[config.mk]
export PLATFORM = sky130hd
export DESIGN_NAME = wb_regfile_hilo
export DESIGN_NICKNAME = d
export VERILOG_FILES = /design/src/rtl/wb_regfile_hilo.sv
export SDC_FILE = /design/constraint.sdc
export NUM_CORES = 2
export LEC_CHECK = 0
export CORE_ASPECT_RATIO = 1.5
export CORE_MARGIN = 1.5
export CORE_UTILIZATION = 50
export DETAILED_ROUTE_END_ITERATION = 12
export PLACE_DENSITY = 0.68
export SYNTH_ARGS = -nofsm -noshare
export SYNTH_HDL_FRONTEND = slang
export SYNTH_SLANG_ARGS = --single-unit
[constraint.sdc]
create_clock -name clk -period 6.2 [get_ports clk]
set_clock_uncertainty 0.05 [all_clocks]
set_input_delay 1.55 -clock clk [delete_from_list [all_inputs] [get_ports clk]]
set_output_delay 1.55 -clock clk [all_outputs]
set_load 0.02 [all_outputs]
[src/rtl/wb_regfile_hilo.sv]
// Write-back commit stage: a 32x32 GPR file plus HI/LO special registers, with
// same-cycle write-to-read bypass and saturating commit counters.
module wb_regfile_hilo #(
    parameter int DATA_W  = 32,
    parameter int ADDR_W  = 5,
    parameter int REG_NUM = 32,
    parameter int CNT_W   = 32
) (
    input  logic              clk,
    input  logic              rst,
    input  logic [ADDR_W-1:0] wb_wd,
    input  logic              wb_wreg,
    input  logic [DATA_W-1:0] wb_wdata,
    input  logic [DATA_W-1:0] wb_hi,
    input  logic [DATA_W-1:0] wb_lo,
    input  logic              wb_hilo,
    input  logic              re1,
    input  logic [ADDR_W-1:0] raddr1,
    output logic [DATA_W-1:0] rdata1,
    input  logic              re2,
    input  logic [ADDR_W-1:0] raddr2,
    output logic [DATA_W-1:0] rdata2,
    output logic [DATA_W-1:0] hi_o,
    output logic [DATA_W-1:0] lo_o,
    output logic [CNT_W-1:0]  gpr_wr_cnt,
    output logic [CNT_W-1:0]  hilo_wr_cnt
);

    localparam logic [CNT_W-1:0] CNT_MAX = {CNT_W{1'b1}};

    logic [DATA_W-1:0] gpr_r [REG_NUM];
    logic [DATA_W-1:0] hi_r;
    logic [DATA_W-1:0] lo_r;
    logic [CNT_W-1:0]  gpr_cnt_r;
    logic [CNT_W-1:0]  hilo_cnt_r;
    logic              gpr_we_s;

    // Writes to r0 are dropped entirely, so they neither store nor count.
    assign gpr_we_s = wb_wreg && (wb_wd != {ADDR_W{1'b0}});

    // GPR file and HI/LO storage.
    always_ff @(posedge clk) begin
        if (rst) begin
            for (int i = 0; i < REG_NUM; i++) begin
                gpr_r[i] <= {DATA_W{1'b0}};
            end
            hi_r <= {DATA_W{1'b0}};
            lo_r <= {DATA_W{1'b0}};
        end else begin
            if (gpr_we_s) begin
                gpr_r[wb_wd] <= wb_wdata;
            end
            if (wb_hilo) begin
                hi_r <= wb_hi;
                lo_r <= wb_lo;
            end
        end
    end

    // Saturating commit counters; only reset clears them.
    always_ff @(posedge clk) begin
        if (rst) begin
            gpr_cnt_r  <= {CNT_W{1'b0}};
            hilo_cnt_r <= {CNT_W{1'b0}};
        end else begin
            if (gpr_we_s && (gpr_cnt_r != CNT_MAX)) begin
                gpr_cnt_r <= gpr_cnt_r + {{(CNT_W-1){1'b0}}, 1'b1};
            end
            if (wb_hilo && (hilo_cnt_r != CNT_MAX)) begin
                hilo_cnt_r <= hilo_cnt_r + {{(CNT_W-1){1'b0}}, 1'b1};
            end
        end
    end

    assign gpr_wr_cnt  = gpr_cnt_r;
    assign hilo_wr_cnt = hilo_cnt_r;

    // Read port 1 with bypass from the in-flight write.
    always_comb begin
        rdata1 = {DATA_W{1'b0}};
        if (rst || !re1 || (raddr1 == {ADDR_W{1'b0}})) begin
            rdata1 = {DATA_W{1'b0}};
        end else if (wb_wreg && (raddr1 == wb_wd)) begin
            rdata1 = wb_wdata;
        end else begin
            rdata1 = gpr_r[raddr1];
        end
    end

    // Read port 2 with bypass from the in-flight write.
    always_comb begin
        rdata2 = {DATA_W{1'b0}};
        if (rst || !re2 || (raddr2 == {ADDR_W{1'b0}})) begin
            rdata2 = {DATA_W{1'b0}};
        end else if (wb_wreg && (raddr2 == wb_wd)) begin
            rdata2 = wb_wdata;
        end else begin
            rdata2 = gpr_r[raddr2];
        end
    end

    // HI/LO outputs with bypass from the in-flight write.
    always_comb begin
        hi_o = {DATA_W{1'b0}};
        lo_o = {DATA_W{1'b0}};
        if (rst) begin
            hi_o = {DATA_W{1'b0}};
            lo_o = {DATA_W{1'b0}};
        end else if (wb_hilo) begin
            hi_o = wb_hi;
            lo_o = wb_lo;
        end else begin
            hi_o = hi_r;
            lo_o = lo_r;
        end
    end

endmodule

======== Word level (Yosys, flattened, before mapping) ========
Memory sizes are Yosys's and may differ from the RTL's.
Index checks and enable logic that the tools add are counted.
cells by class
  equality and inequality tests ........... 4
  reductions and logical operators ........ 15
  add/subtract/negate cells ............... 2
  multiplexer cells ....................... 16
operator list
  kind                                           number
  2-to-1 mux 32 bit                              9
  adder 32 x 1 -> 32 bit, second input constant  2
  != test 32 bit, second input constant          2
  OR reduction 32 bit                            1
  equality test 5 bit                            2
  logical NOT 5 bit                              2
  2-to-1 mux 1 bit                               6
  logical AND 1 bit                              5
  2-to-1 mux 5 bit                               1
  nonzero test 5 bit                             1
  logical OR 1 bit                               4
  logical NOT 1 bit                              2
storage, ports and cells
  memory bits (writable) .................. 1024
  register bits after elaboration ......... 128
  memories kept ........................... 1
memory list
  memory  words  width  read ports  clocked after memory_dff  wr ports  line  text
  gpr_r   32     32     2           0                         32        31    logic [DATA_W-1:0] gpr_r [REG_NUM];

======== Longest topological paths before layout ========
  word-level depth ........................ 7
  mapped depth ............................ 9
  gate-level depth less buffers ........... 6

======== Worst setup path before layout ========
OpenSTA, ideal clock, no wires.
  path kind ............................... input port to flip-flop
  start point ............................. input port wb_wd[2]
  end point ............................... memory gpr_r[28][0] (enable)
  setup time .............................. 0.466 ns
  arrival ................................. 5.133 ns
  data required time ...................... 5.684 ns
  stages .................................. 7
  path slack .............................. 0.552 ns
  cells stage by stage .................... clkbuf_1 or3_1 buf_2 o21ai_0 or3_1 clkbuf_1 o21ai_0
RTL lines
  element             line  text
  start: declaration  11    input logic [ADDR_W-1:0] wb_wd,
  end: declaration    31

======== Worst setup path after layout ========
  start point ............................. input port raddr1[2]
  end point ............................... output port rdata1[0]
between the ends
  longest elaborated chain between the ends .. 4
  elaborated cells on any way between the ends .. 7
ends and longest elaborated chain
  element                                                            line  text
  start: declaration                                                 18    input logic [ADDR_W-1:0] raddr1,
  branches (longest 3 deep; another with memory read (32 x 32 bit))  -
  2-to-1 mux 32 bit (*)                                              81    if (rst || !re1 || (raddr1 == {ADDR_W{1'b0}})) begin
  end: declaration                                                   19    output logic [DATA_W-1:0] rdata1,
Every way passes the cells marked *.

==> metrics.cfg <==
[detailed_routing]
routedWlPerCell_um = 31.37
vias = 41480
viasPerCell = 6.561
drt-pass1-iter-count = 6
ant_nets = 0
drtIter0Drc = 4516
drc = 0
totalWireLength_um = 198300

[clock_tree]
cts_tree = yes
cts.htree.levels = 3
clk_latency_ns = 0.74
root_buffer = clkbuf_16
clk_pin_slew_ns = 0.06
ctsHoldBuffers = 0
cts.sinks = 1152
cts_buffers = 111
cts_buffer_depth = 3

[sta]
final_max_slew_viol_count = 0
max_slew.worst_pin.slew_ns = 1.370
setup_violations = 0
period_needed_ns = 6.174
finalHoldViolCount = 0
max-slew-margin-rel_pct = 8.448
rsz0062_at_grt = false
hold_slack_ns = 0.4475
fin_crit_sh_pct = 99.58
fmax_ghz = 0.1620
setup_tns_ns = 0
fin_ws_ns = 0.02624

[logic_synthesis]
async_flop_share_pct = 0
seq_area_frac_synth_pct = 55.13
synthFlopType = edfxtp_1
netlist_area_um2 = 60430
syn_inst = 4397
yosysWarningCount = 0
synth_cell_types = 54
synth_edf_count = 1024
ys_ff_latch = 1152
syn_area_per_cell_um2 = 13.74

[power_and_ir_drop]
swShare_pct = 24.91
power_density_nw_per_um2 = 257.6
p_comb_share_pct = 12.7
pwr-share-seq_pct = 49.7
p_sw_mw = 4.535
power.internal_mw = 13.67
clockPowerShare_pct = 37.6
ir_drop_uv = 236.6
static-leakage-power_nw = 24.96

[layout]
utilization_pct = 58.79
fin_nets = 4768
final_cells = 6323
num-fill-cells = 9398
post_route_cells_drive_above_1_share_pct = 19.24
final_cell_mix = 1,024 x edfxtp_1, 992 x and2_1, 384 x mux4_2, 355 x mux2i_1, 292 x clkdlybuf4s50_1
final_common_cell = edfxtp_1
area_growth_pct = 16.96

[placement]
preCtsSetupSlack_ns = -0.3555
placedCellCount = 6114
gpl.final_weighted_congestion = 0.8882
io_buffer_count = 308
dp_hpwl_um = 122200

[floorplan]
ios = 309
die_w_um = 286.9
core-area_um2 = 120200
die_h_um = 428.8
die_area_um2 = 123000
row_count = 156
start_util_pct = 50.26

[critical_path]
cp.required_ns = 4.60
endpoint_kind = output port
crit_type = input port to output port
arrival_ns = 4.57
crit_fanout = 22
start_kind = input port

[run]
maxCapViolations = 0

[global_route]
grt_pass1_vias = 42400
grtUsageTotal_pct = 32.24
grt_pass1_wl_um = 285200
grt_max_degree = 96
antenna_found_initial = 6
grt_remaining_overflow = 0

[hold_path]
worstHoldPathType = flip-flop to flip-flop

[outcome]
status = completed

worst max-delay path, cell delays in order:
cell and delay (ns):
buf_2 0.27, buf_4 0.28, nor2b_4 0.07, buf_4 0.25
a221oi_1 0.53, a22oi_1 0.17, a21oi_1 0.52, a221o_1 0.27
clkdlybuf4s50_1 0.63
Yosys cell counts (30+ instances only):
cell type | number | share of area [%]
a221o_1 | 34 | 0.56
buf_1 | 45 | 0.28
a22oi_1 | 128 | 1.6
a21oi_1 | 110 | 0.91
nor2_1 | 127 | 0.79
edfxtp_1 | 1024 | 51
a221oi_1 | 128 | 1.9
o21bai_1 | 64 | 0.80
and2_1 | 993 | 10
dfxtp_1 | 128 | 4.2
clkbuf_1 | 359 | 2.2
o21ai_0 | 57 | 0.47
nor2b_1 | 39 | 0.40
mux2i_1 | 355 | 5.9
a211oi_1 | 61 | 0.76
mux4_2 | 384 | 14
a211o_1 | 30 | 0.43
nand2_1 | 62 | 0.39
buf_2 | 46 | 0.38
kinds of logic (layout without fill, tap and decap cells):
kind of cell	Yosys count	after routing	share of synthesized area, %
AOI/OAI and AO/OA	654	654	7.924
DFF	1152	1152	55.13
and+or+nand+nor	1358	1358	13.32
other	1	36	0.006206
xor gates and xnor gates	22	22	0.3189
muxes	744	744	20.28
buffers and inverters	464	775	2.977
adders and majority gates	2	2	0.04140
power groups by stage:
stage | Clock [mW] | Sequential (mW) | Combinational [mW]
floorplan | 0 | 9.15 | 1.35
global placement | 0 | 9.17 | 2.27
detailed placement | 0 | 9.21 | 2.29
CTS | 6.91 | 9.04 | 2.30
global route | 7.20 | 9.09 | 2.41
finish | 6.84 | 9.04 | 2.32
area by class of cell:
class                   instances  area (µm²)  share of cell area, %
flip-flops and latches       1152       33310                  47.13
clock buffers                 139        2988                  4.227
inverters                      14       53.80                0.07612
multi-input cells            2812       26170                  37.02
well taps                    1580        1977                  2.797
clock inverters                64       585.6                 0.8285
diodes                          4       10.01                0.01416
repair buffers                558        5587                  7.904
through the flow:
| stage | power, mW | cell area (µm²) |
|---|---|---|
| 6_report | 18.21 | 70680 |
| 5_1_grt | 18.70 | 70670 |
| 4_1_cts | 18.25 | 70650 |
| 3_5_place_dp | 11.50 | 67050 |
| 3_3_place_gp | 11.45 | 67050 |
| 2_1_floorplan | 10.51 | 60550 |
per-layer routing:
layer | vias up | track usage, % | wire (µm)
met5 | - | 0 | 57
met4 | 8 | 18.41 | 12430
met3 | 685 | 6.867 | 18530
met2 | 2376 | 55.19 | 99720
met1 | 21000 | 37.30 | 67600
li1 | 17420 | - | -
path summary, 6_finish.rpt:
check / cells after the start / startpoint / slack (ns) / endpoint
worst min-delay path: 2 / gpr_wr_cnt[8]$_SDFFE_PP0P_ / 0.45 / gpr_wr_cnt[8]$_SDFFE_PP0P_
worst max register to register: 5 / hilo_wr_cnt[2]$_SDFFE_PP0P_ / 3.22 / hilo_wr_cnt[0]$_SDFFE_PP0P_
worst min register to register: 2 / gpr_wr_cnt[8]$_SDFFE_PP0P_ / 0.45 / gpr_wr_cnt[8]$_SDFFE_PP0P_
worst max-delay path: 9 / raddr1[2] / 0.03 / rdata1[0]
sequential cells by signal, summed over array words and instances, names as in the netlist:
| register | cells |
|---|---|
| gpr_r | 1024 |
| lo_r | 32 |
| gpr_wr_cnt | 32 |
| hilo_wr_cnt | 32 |
| hi_r | 32 |
what timing repair did:
action,in CTS,in global routing
pin swaps,2,1
buffers inserted,1,1
endpoints found under the setup margin,30,15
resized for setup,4,4
Note: power is estimated with default switching activity, not from simulation.
